`src/rtl/plic_gateway.sv`:
```
// plic_gateway: PLIC-style interrupt gateway, priority arbiter and claim/complete register block.
// Latency: ack one cycle after accept, irq_ext one cycle after max_id changes (+2 with PLIC_GATEWAY_SYNC_EN).
// Backpressure: one access in flight; the cycle holding ack never accepts a new request.
module plic_gateway #(
  parameter int N_SRC  = 8,
  parameter int PRIO_W = 3
) (
  input  logic             clk,
  input  logic             rst,
  input  logic [N_SRC-1:0] irq_src,
  input  logic             req,
  input  logic             we,
  input  logic [31:0]      addr,
  input  logic [31:0]      wdata,
  output logic [31:0]      rdata,
  output logic             ack,
  output logic             irq_ext
);

  typedef enum logic {
    ST_IDLE,
    ST_ACK
  } bus_state_t;

  localparam logic [19:0] WIDX_PEND  = 20'h00400;
  localparam logic [19:0] WIDX_EN    = 20'h00800;
  localparam logic [19:0] WIDX_THR   = 20'h80000;
  localparam logic [19:0] WIDX_CLAIM = 20'h80001;

  bus_state_t        state;
  logic [N_SRC-1:0]  irq_s;
  logic [N_SRC:1]    pending;
  logic [N_SRC:1]    inflight;
  logic [N_SRC:1]    enable;
  logic [PRIO_W-1:0] prio [1:N_SRC];
  logic [PRIO_W-1:0] threshold;
  logic [PRIO_W-1:0] best_prio;
  logic [4:0]        max_id;
  logic [4:0]        cid;
  logic [19:0]       widx;
  logic [31:0]       rd_val;
  logic              accept;
  logic              wr_en;
  logic              sel_prio;
  logic              sel_pend;
  logic              sel_en;
  logic              sel_thr;
  logic              sel_claim;
  logic              do_claim;
  logic              do_complete;
  logic              unused_bits;

`ifdef PLIC_GATEWAY_SYNC_EN
  logic [N_SRC-1:0] sync_q1;
  logic [N_SRC-1:0] sync_q2;

  always_ff @(posedge clk) begin
    if (rst) begin
      sync_q1 <= '0;
      sync_q2 <= '0;
    end else begin
      sync_q1 <= irq_src;
      sync_q2 <= sync_q1;
    end
  end

  assign irq_s = sync_q2;
`else
  assign irq_s = irq_src;
`endif

  assign widx        = addr[21:2];
  assign cid         = wdata[4:0];
  assign accept      = req && (state == ST_IDLE);
  assign wr_en       = accept && we;
  assign sel_prio    = widx < 20'(N_SRC + 1);
  assign sel_pend    = widx == WIDX_PEND;
  assign sel_en      = widx == WIDX_EN;
  assign sel_thr     = widx == WIDX_THR;
  assign sel_claim   = widx == WIDX_CLAIM;
  assign do_claim    = accept && !we && sel_claim && (max_id != 5'd0);
  assign do_complete = wr_en && sel_claim;
  assign unused_bits = ^{addr[31:22], addr[1:0], wdata};

  // Strict '>' keeps the lowest ID on equal priority; prio 0 can never beat threshold.
  always_comb begin
    max_id    = 5'd0;
    best_prio = '0;
    for (int i = 1; i <= N_SRC; i++) begin
      if (pending[i] && enable[i] && (prio[i] > threshold) && (prio[i] > best_prio)) begin
        best_prio = prio[i];
        max_id    = 5'(i);
      end
    end
  end

  always_comb begin
    rd_val = '0;
    if (sel_prio) begin
      for (int i = 1; i <= N_SRC; i++) begin
        if (widx == 20'(i)) rd_val[PRIO_W-1:0] = prio[i];
      end
    end else if (sel_pend) begin
      rd_val[N_SRC:1] = pending;
    end else if (sel_en) begin
      rd_val[N_SRC:1] = enable;
    end else if (sel_thr) begin
      rd_val[PRIO_W-1:0] = threshold;
    end else if (sel_claim) begin
      rd_val[4:0] = max_id;
    end
  end

  // A claim on the same edge as a new level sample wins for that source.
  always_ff @(posedge clk) begin
    if (rst) begin
      pending  <= '0;
      inflight <= '0;
    end else begin
      for (int i = 1; i <= N_SRC; i++) begin
        if (do_claim && (max_id == 5'(i))) begin
          pending[i]  <= 1'b0;
          inflight[i] <= 1'b1;
        end else begin
          if (irq_s[i-1] && !pending[i] && !inflight[i]) pending[i] <= 1'b1;
          if (do_complete && (cid == 5'(i)) && inflight[i] && enable[i]) inflight[i] <= 1'b0;
        end
      end
    end
  end

  always_ff @(posedge clk) begin
    if (rst) begin
      state     <= ST_IDLE;
      ack       <= 1'b0;
      rdata     <= '0;
      irq_ext   <= 1'b0;
      threshold <= '0;
      enable    <= '0;
      for (int i = 1; i <= N_SRC; i++) prio[i] <= '0;
    end else begin
      irq_ext <= (max_id != 5'd0);
      case (state)
        ST_IDLE: begin
          if (req) begin
            state <= ST_ACK;
            ack   <= 1'b1;
            rdata <= rd_val;
          end
        end
        ST_ACK: begin
          state <= ST_IDLE;
          ack   <= 1'b0;
          rdata <= '0;
        end
        default: state <= ST_IDLE;
      endcase
      if (wr_en) begin
        if (sel_prio) begin
          for (int i = 1; i <= N_SRC; i++) begin
            if (widx == 20'(i)) prio[i] <= wdata[PRIO_W-1:0];
          end
        end
        if (sel_en)  enable    <= wdata[N_SRC:1];
        if (sel_thr) threshold <= wdata[PRIO_W-1:0];
      end
    end
  end

endmodule
```
`config.mk`:
```
export PLATFORM = sky130hd
export DESIGN_NAME = plic_gateway
export DESIGN_NICKNAME = d
export VERILOG_FILES = /design/src/rtl/plic_gateway.sv
export SDC_FILE = /design/constraint.sdc
export NUM_CORES = 1
export LEC_CHECK = 0
export BUFFER_PORTS_ARGS = -buffer_cell sky130_fd_sc_hd__buf_4
export CAP_MARGIN = 20
export CORE_MARGIN = 4
export CORE_UTILIZATION = 50
export CTS_CLUSTER_DIAMETER = 200
export DETAILED_ROUTE_END_ITERATION = 10
export PLACE_DENSITY = 0.78
export SETUP_SLACK_MARGIN = 0.5
export SYNTH_ARGS = -nofsm -noshare
export SYNTH_HDL_FRONTEND = slang
export SYNTH_SLANG_ARGS = --single-unit
```
`constraint.sdc`:
```
create_clock -name clk -period 10.4 [get_ports clk]
set_input_delay 0.52 -clock clk [delete_from_list [all_inputs] [get_ports clk]]
set_output_delay 0.52 -clock clk [all_outputs]
set_load 0.02 [all_outputs]
```
After elaboration in Yosys (flattened, before gate mapping)
Memories as Yosys holds them, arrays and structs flattened.
Index checks and enable logic that the tools add are counted.
{ "totals": {"elab_cells": 297, "ramBits": 24, "register_bits": 62, "memories": 1} }
{ "classes": {"reduce_logical": 114, "n_mux": 105, "order_cmp": 17, "n_eq_ne": 29, "bitwise": 9} }
{ "mem_list": {"columns": ["memory", "words", "word_bits", "read_ports", "rd_clocked_by_memory_dff", "wr", "line_no", "source"], "rows": [
  ["prio", 8, 3, 8, 0, 8, "35", "logic [PRIO_W-1:0] prio [1:N_SRC];"]
]} }
{ "ops": {"columns": ["operator", "count"], "rows": [
  ["$eq A20 B3 Y1 const B", 4],
  ["$logic_and A1 B1 Y1", 78],
  ["$mux W3", 25],
  ["$pmux W32 S2", 1],
  ["$mux W1", 63],
  ["$gt A3 B3 Y1", 15],
  ["$eq A20 B2 Y1 const B", 2],
  ["$eq A20 B20 Y1 const B", 2],
  ["$eq A5 B3 Y1 const B", 8],
  ["$mux W5", 8],
  ["$mux W32", 1],
  ["$eq A20 B1 Y1 const B", 1],
  ["$eq A20 B11 Y1 const B", 1],
  ["$eq A20 B12 Y1 const B", 1],
  ["$eq A20 B4 Y1 const B", 1],
  ["$eq A5 B2 Y1 const B", 4],
  ["$lt A20 B4 Y1 const B", 1],
  ["$logic_not A1 Y1", 17],
  ["$reduce_bool A2 Y1", 8],
  ["$reduce_or A2 Y1", 8],
  ["$eq A5 B1 Y1 const B", 2],
  ["$eq A5 B4 Y1 const B", 2],
  ["$mux W4", 2],
  ["$mux W8", 1],
  ["other kinds (9)", 18]
]} }

Longest topological paths before layout
Gate-level depths: netlist of the first run.
An unclocked memory read counts as a cell.
{ "logic_depth": {"depth_word": 33, "ltp_mapped": 55, "ltp_nobuf": 54} }

Least setup slack after synthesis of the first run
OpenSTA, ideal clock, no wires.
{ "synth_timing": {"path_type": "register to register", "from": "reg threshold[2]", "to": "reg pending[1] (netlist bit)", "slack_ps": -40, "required_ps": 10320, "arrival_ps": 10360, "stages_incl_launch_ff": 52, "cell_sequence": "dfxtp_1 -> inv_1 -> ha_1 -> nand3_1 -> o2111ai_1 -> nor2_1 -> nand2_1 -> ha_1 -> a21oi_1 -> a22o_1 -> or2_1 -> mux2_2 -> ha_1 -> nand3b_1 -> a22oi_1 -> nand3_2 -> o211a_2 -> o21bai_1 -> [... 16 more ...] -> o211ai_2 -> o211ai_2 -> buf_6 -> mux2_4 -> ha_1 -> nand3_1 -> nand4_1 -> a221oi_1 -> mux2_2 -> ha_1 -> nand3_1 -> nand4_1 -> nor3_1 -> nor2_1 -> and2_1 -> and2_1 -> nand4_1 -> nor3b_1"} }
{ "synth_via": {"elab_chain_len": 29} }
{ "synth_lines": {"columns": ["item", "line_no", "source"], "rows": [
  ["start, declared", "36", "logic [PRIO_W-1:0] threshold;"],
  ["start signal, assigned", "165", "if (sel_thr) threshold <= wdata[PRIO_W-1:0];"],
  ["$gt A3 B3 Y1", "90", "if (pending[i] && enable[i] && (prio[i] > threshold) && (prio[i] > best_prio)) begin"],
  ["$logic_and A1 B1 Y1 (2 in series)", "90", null],
  ["$mux W3", "90", null],
  ["$gt A3 B3 Y1", "90", null],
  ["$logic_and A1 B1 Y1", "90", null],
  ["$mux W3", "90", null],
  ["$gt A3 B3 Y1", "90", null],
  ["$logic_and A1 B1 Y1", "90", null],
  ["[... 12 more ...]", null, null],
  ["$mux W3", "90", null],
  ["$gt A3 B3 Y1", "90", null],
  ["$logic_and A1 B1 Y1", "90", null],
  ["$mux W5 (*)", "90", null],
  ["$reduce_bool A5 Y1", "81", "assign do_claim = accept && !we && sel_claim && (max_id != 5'd0);"],
  ["$logic_and A1 B1 Y1", "81", null],
  ["$logic_and A1 B1 Y1 (*)", "121", "if (do_claim && (max_id == 5'(i))) begin"],
  ["$reduce_or A2 Y1 (no source line) (*)", null, null],
  ["end signal, assigned", "117", "pending <= '0;"],
  ["end signal, assigned by index", "122", "pending[i] <= 1'b0;"],
  ["end, declared", "32", "logic [N_SRC:1] pending;"]
]} }
Every way passes the cells marked *; elsewhere a longest branch is shown, timed or not.
A chain may end at the register's enable or synchronous reset.

==> reports/qor.yml, run 1 <==
synthesis:
  yosysTopAreaCell: "dfxtp_1"
  syn_inst: 554
  postSynthRegisterBits: 63
  ys_seq_area_frac: 0.324
  netlist_area_sq_um: 4640
  syn_area_per_cell_sq_um: 8.38
  yosys_warnings: 0
  synth_edf_count: 24
  synth.area.top_cells: "dfxtp_1, edfxtp_1, ha_1, a21oi_1, nor2_1"
  synthArstFlopShare: 0
  synth_top_area_frac: 0.168
  yosysUniqueCellTypes: 72
  ys.flop_type: "dfxtp_1"
detailed_routing:
  ant_nets: 0
  drtPass1Iterations: 5
  drt-vias-per-instance: 6.29
  wire_per_inst_um: 20.0
  drt_iter0_markers: 511
  finalWirelength_um: 15200
  drc: 0
  vias: 4781
power:
  p_leak_nw: 2.46
  pwr_density_cell_nw_per_um2: 91.3
  max-vdd-ir-drop_mv: 0.107
global_routing:
  grt_max_degree: 38
  grt_pass1_vias: 4487
  grt_pass1_wl_um: 22300
  antenna_found_initial: 0
  grt_use_total: 0.258
  grt_overflow: 0
worst_setup_path:
  endpoint_kind: "flop"
  reg2reg_depth: 52
  max_stage_delay_ps: 470
  cpMostUsedCell: "ha_4"
  r2r_end: "pending[1]$_SDFFE_PP0P_"
  path_max_fanout: 5
  critical_path_arrival_ps: 10080
  crit_slowest_cell: "or3_4"
  crit-reg2reg-launch: "prio[0][4]$_SDFFCE_PN0P_"
  cp-start-kind: "flop"
  path_class: "flop to flop"
  rrSetupSlack_ps: 550
  cp.required_ps: 10630
finish:
  antenna_cells: 0
  drive_above_1_share: 0.311
  finalNetCount: 764
  n_fill_cell: 681
  fin_util: 0.676
  area_delta_synth_final_pct: 29.5
clocking:
  clk_pin_slew_worst_paths_ps: 70
  clk_latency_ps: 350
  numCtsBuffers: 9
  clk_path_buf_depth: 2
  cts_tree: "done"
  cts_root_buffer: "clkbuf_8"
  h-tree-depth: 3
  hold_buffers: 0
  clock_sink_count: 63
timing:
  rsz0062_at_grt: "true"
  final_max_slew_viol_count: 0
  max_slew_margin: 0.393
  hold_viol: 0
  clock_skew_ps: 6.51
  max_freq_ghz: 0.101
  finalCritPeriodShare: 0.947
  setup_viol: 0
  holdWs_ps: 426
  period_needed_ps: 9850
  tightest_slew_ps: 911
hold_path:
  holdPathEnd: "enable[6]$_SDFFE_PP0P_"
  hold_depth: 3
  min_path_type: "primary input to flop"
  holdCritStartpoint: "wdata[6]"
job:
  maxCapViolCount: 0
floorplanning:
  fp-row-count: 34
  die_h_um: 104
  ioPinCount: 110
  die_x_um: 104
  coreArea_sq_um: 8890
  die_area_sq_um: 10900
  start_util: 0.522
outcome:
  status: "completed"
placement:
  gp_congestion: 0.971
  hpwlAfterDp_um: 10600
  port_buffers: 51
placed cells by master (no fill, tap or decap), drive strengths merged, types with 21 or more instances in the layout:
cell / instances
ha: 41
a21oi: 43
nor2: 53
inv: 38
nand2: 48
conb: 23
dfxtp: 39
buf: 101
nand3: 30
edfxtp: 24
o21ai: 21
area by class of cell:
| class | count | area (sq um) | share of cell area |
|---|---|---|---|
| multi-input cells | 433 | 3280 | 0.545 |
| flip-flops and latches | 63 | 1500 | 0.250 |
| repair buffers | 101 | 766 | 0.127 |
| clock buffers | 13 | 170 | 0.0283 |
| inverters | 39 | 146 | 0.0243 |
| well taps | 108 | 135 | 0.0225 |
| clock inverters | 3 | 15.0 | 0.00250 |
worst max path at each step:
stage                               from                      end  slack [ps]  cells after the start
2_1_floorplan  threshold[2]$_SDFFE_PP0P_  pending[2]$_SDFFE_PP0P_         510                     51
3_3_place_gp   threshold[2]$_SDFFE_PP0P_  pending[2]$_SDFFE_PP0P_         270                     52
3_5_place_dp   threshold[2]$_SDFFE_PP0P_  pending[1]$_SDFFE_PP0P_         -50                     53
4_1_cts         prio[0][4]$_SDFFCE_PN0P_  pending[1]$_SDFFE_PP0P_         500                     53
5_1_grt         prio[0][3]$_SDFFCE_PN0P_  pending[1]$_SDFFE_PP0P_         130                     54
6_report        prio[0][4]$_SDFFCE_PN0P_  pending[1]$_SDFFE_PP0P_         550                     52
metal layers:
metal / part of all wire / vias to the layer above / track usage
met1: 0.40 / 2254 / 0.330
met4: 0.043 / 0 / 0.123
met2: 0.47 / 271 / 0.427
met5: 0 / - / 0
met3: 0.089 / 76 / 0.0385
li1: - / 2180 / -
where the power goes:
group	switching (mW)	internal, mW
clock	0.0966	0.106
sequential	0.00782	0.262
combinational	0.0459	0.0302
total	0.150	0.398
sequential cells by signal, indices dropped and copies added, names as in the netlist:
signal	count
state	1
enable	8
inflight	8
ack	1
pending	8
irq_ext	1
threshold	3
rdata	9
prio	24
synthesized netlist by cell type (3+ instances only):
cell type and count:
and3b_1 3, a211oi_1 3, o21ai_1 3, o211a_1 3
nand2b_1 3, clkbuf_1 17, a311oi_1 3, edfxtp_1 24
a21o_1 7, dfxtp_1 39, mux2_2 7, nor2b_1 9
nor2_1 53, o31ai_1 4, nand4_1 9, nor3b_1 8
buf_4 23, inv_1 38, nand3b_1 6, and3_1 10
a22oi_1 7, or3_1 3, nand2_1 48, and2_1 10
a21oi_1 43, o21ai_0 18, o2111ai_1 5, nor3_1 9
ha_1 41, mux2i_1 7, o21a_1 3, nand3_1 29
nor4_1 7
worst max-delay path, delay by kind of cell, from the launching register on:
kind	cells	cell delay, ps
buffers and inverters	3	400
AO/OA/AOI/OAI	12	1990
multiplexers	3	980
flip-flops	1	440
adder cells (fa/ha/maj)	9	2420
AND/OR/NAND/NOR	25	3510
logic make-up after synthesis:
logic type | count (synthesis) | synth area share
buffers and inverters | 80 | 0.0849
DFF | 63 | 0.324
AOI/OAI and AO/OA | 133 | 0.196
and+or+nand+nor | 218 | 0.239
muxes | 17 | 0.0434
other | 1 | 0.000808
adders and majority gates | 42 | 0.113
repair_timing:
item | 4_1_cts | 5_1_grt
buffers inserted | 21 | 14
pin swaps | 25 | 42
endpoints found under the setup margin | 21 | 21
resized for setup | 34 | 54
through the flow:
stage | std cells | cell area (sq um) | TNS [ps] | power, mW | setup slack [ps]
after floorplan | 576 | 4750 | 0 | 0.317 | 514
after CTS | 746 | 5670 | 0 | 0.538 | 501
after detailed placement | 709 | 5130 | -89.3 | 0.337 | -45.8
final | 760 | 6010 | 0 | 0.549 | 547
after global routing | 760 | 6010 | 0 | 0.566 | 131
after global placement | 709 | 5130 | 0 | 0.335 | 274
Power figures use the tool's default switching activity.
==> run 2, diff against run 1 <==
Settings changed: GPL_TIMING_DRIVEN set to 0.
==> run 2 against run 1 <==
Total power up 4.6%. Critical path depth unchanged. Core utilization rose by 3.6 points. Register-to-register slack worse by 310 ps. Critical path type unchanged.
==> reports/qor.yml, run 2 (synthesized netlist as in run 1, its figures left out) <==
placement:
  hpwlAfterDp_um: 10600
  port_buffers: 45
  gp_congestion: 1.02
  placed_cell_area_sq_um: 5230
timing:
  rsz0062_at_grt: "true"
  final_max_slew_viol_count: 0
  max_slew_margin: 0.524
  tightest_slew_ps: 709
  finalCritPeriodShare: 0.977
  hold_viol: 0
  period_needed_ps: 10160
  setup_viol: 0
  max_freq_ghz: 0.0984
  clock_skew_ps: 10.5
  setup_tns_ps: 0
outcome:
  status: "completed"
global_routing:
  grt_pass1_wl_um: 24600
  antenna_found_initial: 0
  grt_pass1_vias: 4877
  grt_max_degree: 14
  grt_use_total: 0.280
  grt_overflow: 0
floorplanning:
  ioPinCount: 110
  die_area_sq_um: 10900
  die_h_um: 104
  coreArea_sq_um: 8890
  fp-row-count: 34
  die_x_um: 104
  start_util: 0.522
detailed_routing:
  drtPass1Iterations: 6
  finalWirelength_um: 15800
  wire_per_inst_um: 19.8
  drt_iter0_markers: 624
  vias: 4937
  ant_nets: 0
  drt-vias-per-instance: 6.19
  drc: 0
worst_setup_path:
  path_max_fanout: 5
  reg2reg_depth: 52
  crit_slowest_cell: "a221oi_4"
  cp-start-kind: "flop"
  critical_path_arrival_ps: 10380
  endpoint_kind: "flop"
  path_class: "flop to flop"
  max_stage_delay_ps: 390
  cp.required_ps: 10610
power:
  pwr_density_cell_nw_per_um2: 90.6
  max-vdd-ir-drop_mv: 0.0850
  p_total_mw: 0.574
  p_leak_nw: 2.60
clocking:
  hold_buffers: 0
  clk_pin_slew_worst_paths_ps: 80
  clock_sink_count: 63
  clk_path_buf_depth: 2
  clk_latency_ps: 350
  cts_root_buffer: "clkbuf_8"
  numCtsBuffers: 9
  h-tree-depth: 3
  cts_tree: "done"
finish:
  top_register: "prio"
  finalNetCount: 802
  stdcell_area_sq_um: 6330
  drive_above_1_share: 0.333
  final_cell_mix: "buf_4, nor2_1, nand2_1"
  fin_util: 0.712
  largest_reg_flops: 24
  top_regs: "prio: 24 flops, rdata: 9 flops"
  area_delta_synth_final_pct: 36.5
  layout.cells.most_common: "buf_4"
  antenna_cells: 0
hold_path:
  min_path_type: "primary input to flop"
  hold_depth: 3
job:
  maxCapViolCount: 0
run 2: power by group:
| group | internal (mW) | switching [mW] |
|---|---|---|
| registers | 0.261 | 0.00815 |
| logic | 0.0352 | 0.0484 |
| clock network | 0.113 | 0.108 |
| total | 0.409 | 0.164 |
run 2: timing repair:
item | 4_1_cts | 5_1_grt
pin swaps | 32 | 33
endpoints found under the setup margin | 21 | 21
buffers inserted | 42 | 11
resized for setup | 63 | 40
run 2: path summary, 6_finish.rpt:
check / start / end / slack, ps
worst min register to register: inflight[5]$_SDFFE_PP0P_ / inflight[5]$_SDFFE_PP0P_ / 460
worst max-delay path: threshold[2]$_SDFFE_PP0P_ / pending[4]$_SDFFE_PP0P_ / 240
worst min-delay path: wdata[6] / enable[6]$_SDFFE_PP0P_ / 420
worst max register to register: threshold[2]$_SDFFE_PP0P_ / pending[4]$_SDFFE_PP0P_ / 240
run 2: metal layers:
metal,part of all wire,GRT usage,vias up
met2,0.48,0.477,323
met3,0.097,0.0590,77
li1,-,-,2258
met1,0.37,0.333,2279
met5,0,0,-
met4,0.046,0.141,0
run 2: worst max-delay path: cells and delay by family (launching register included):
kind	cells	cell delay, ps
buf+inv	4	560
simple gates	21	2930
mux	5	1640
flops	1	360
compound gates	13	2210
fa+ha+maj	9	2310
run 2: final cells by class:
class	instances	area (sq um)
multi-input cells	433	3330
fillers	659	2560
flip-flops and latches	63	1510
repair buffers	98	751
plain buffers	41	248
inverters	39	154
well taps	108	135
clock buffers	9	124
clock inverters	7	76.3
run 2: through the flow:
step	hold slack [ps]	setup WS (ps)	instances
detailed placement	451	-1240	729
floorplan	437	514	576
CTS	411	508	787
global route	401	-166	798
global placement	445	-930	729
finish	422	235	798
==> run 3, diff against run 2 <==
Settings changed: CORE_UTILIZATION 50 to 59, PLACE_DENSITY 0.78 to 0.87.
Clock period 10.4 ns to 13.1 ns, I/O delays scaled along.
==> run 3 against run 2 <==
Core utilization is 0.81 points lower. Via count is 7.4% lower. Critical path depth is 2 lower. Fmax is 14% lower. Sequential power is 20% lower. Flip-flop and latch count stayed put. Largest power group unchanged. Clock-buffer cell count is 1 higher. Final area is 15% lower. Cell count is 7.3% lower. Worst setup slack better by 1100 ps. Sequential share of layout area is 3.9 points higher. Critical path type unchanged. Combinational power is 33% lower.
==> reports/qor.yml, run 3 (synthesized netlist as in run 1, its figures left out) <==
worst_setup_path:
  critPathBufInv: 3
  path_class: "flop to flop"
  crit-reg2reg-launch: "threshold[0]$_SDFFE_PP0P_"
  cp-start-kind: "flop"
  cpMostUsedCell: "ha_1"
  crit_slowest_cell: "dfxtp_1"
  max_stage_delay_ps: 700
  endpoint_kind: "flop"
  cp.required_ps: 13310
  critical_path_arrival_ps: 11990
  rrSetupSlack_ps: 1330
  setup.worst_path.start: "threshold[0]$_SDFFE_PP0P_"
  r2r_end: "pending[4]$_SDFFE_PP0P_"
  path_max_fanout: 10
  crit_family: "compound AO/OA/AOI/OAI gates"
  reg2reg_depth: 50
detailed_routing:
  ant_nets: 0
  drtPass1Iterations: 6
  vias: 4574
  wl_met2_um: 6480
  dr_wl_met3_um: 1240
  drc: 0
  drt-vias-per-instance: 6.18
  drt_iter0_markers: 376
  wire_per_inst_um: 18.3
  finalWirelength_um: 13500
  top_layer_used: "met4"
  drt-met1-wl_um: 5310
finish:
  stdcell_area_sq_um: 5410
  antenna_cells: 0
  ff_latch_area_sq_um: 1500
  final_cell_mix: "buf_4, nor2_1, nand2_1"
  finalNetCount: 750
  n_fill_cell: 641
  layout.cells.most_common: "buf_4"
  multiInputGateArea_sq_um: 2830
  top_regs: "prio: 24 flops, rdata: 9 flops"
  drive_above_1_share: 0.169
  area_delta_synth_final_pct: 16.6
  fin_cells: 740
  largest_reg_flops: 24
  top_register: "prio"
timing:
  setup_viol: 0
  setup_tns_ps: 0
  tightest_slew_ps: 765
  finalCritPeriodShare: 0.899
  max_slew_margin: 0.486
  clock_skew_ps: 9.30
  period_needed_ps: 11770
  max_freq_ghz: 0.0849
  hold_viol: 0
  rsz0062_at_grt: "false"
  final_max_slew_viol_count: 0
placement:
  port_buffers: 45
  place_inst: 723
  hpwlAfterDp_um: 10600
  gp_congestion: 0.941
  placed_cell_area_sq_um: 5190
power:
  pwr-share-seq: 0.474
  power_frac_comb: 0.123
  max-vdd-ir-drop_mv: 0.0954
  pwr_density_cell_nw_per_um2: 83.2
  p_sw_mw: 0.120
  switching_share: 0.267
  p_leak_nw: 2.24
  power.share.clock: 0.403
  internal-power_mw: 0.330
floorplanning:
  ioPinCount: 110
  coreArea_sq_um: 7690
  fp-row-count: 32
  die_area_sq_um: 9350
  die_h_um: 96.7
  die_x_um: 96.7
  start_util: 0.604
clocking:
  clk_path_buf_depth: 2
  cts_tree: "done"
  clk_pin_slew_worst_paths_ps: 80
  clock_sink_count: 63
  clk_latency_ps: 350
  cts_root_buffer: "clkbuf_8"
  numCtsBuffers: 9
  hold_buffers: 0
  cts-resized-gates: 0
  post_cts_buffers: 0
  h-tree-depth: 3
hold_path:
  min_path_type: "flop to flop"
  hold_depth: 1
  holdPathEnd: "ack$_SDFFE_PP0P_"
  holdCritStartpoint: "ack$_SDFFE_PP0P_"
global_routing:
  grt_use_total: 0.289
  grt_max_degree: 13
  grt_pass1_wl_um: 21800
  grt_overflow: 0
  antenna_found_initial: 0
  grt_pass1_vias: 4404
outcome:
  status: "completed"
job:
  maxCapViolCount: 0
-- run 3: how the worst max path moves through the flow --
stage	endpoint	cells after the start
global route	pending[4]$_SDFFE_PP0P_	51
floorplan	pending[1]$_SDFFE_PP0P_	51
CTS	pending[2]$_SDFFE_PP0P_	51
finish	pending[4]$_SDFFE_PP0P_	50
global placement	pending[2]$_SDFFE_PP0P_	50
detailed placement	pending[1]$_SDFFE_PP0P_	51
-- run 3: area by class of cell --
type	count	area share
buffer	41	0.0458
tap	102	0.0236
sequential	63	0.277
clock buffer	10	0.0275
multi-input combinational	433	0.523
inverter	39	0.0270
clock inverter	6	0.0120
timing repair buffer	46	0.0633
-- run 3: metrics by stage --
step / setup WS [ps] / hold slack [ps] / power (mW) / util
6_report: 1330 / 471 / 0.450 / 0.704
5_1_grt: 566 / 481 / 0.467 / 0.704
4_1_cts: 637 / 471 / 0.451 / 0.703
3_5_place_dp: 650 / 459 / 0.272 / 0.675
3_3_place_gp: 972 / 443 / 0.270 / 0.675
2_1_floorplan: 2660 / 437 / 0.251 / -
-- run 3: power groups by stage --
stage                     combinational, mW  clock [mW]  sequential (mW)
after floorplan                      0.0358           0            0.216
after global placement               0.0522           0            0.218
after detailed placement             0.0543           0            0.218
after CTS                            0.0544       0.183            0.213
after global routing                 0.0613       0.192            0.214
final                                0.0556       0.181            0.214
-- run 3: layer usage --
layer | vias to the layer above | track usage
met3 | 58 | 0.0620
met5 | - | 0
li1 | 2148 | -
met1 | 2123 | 0.360
met4 | 0 | 0.121
met2 | 245 | 0.484
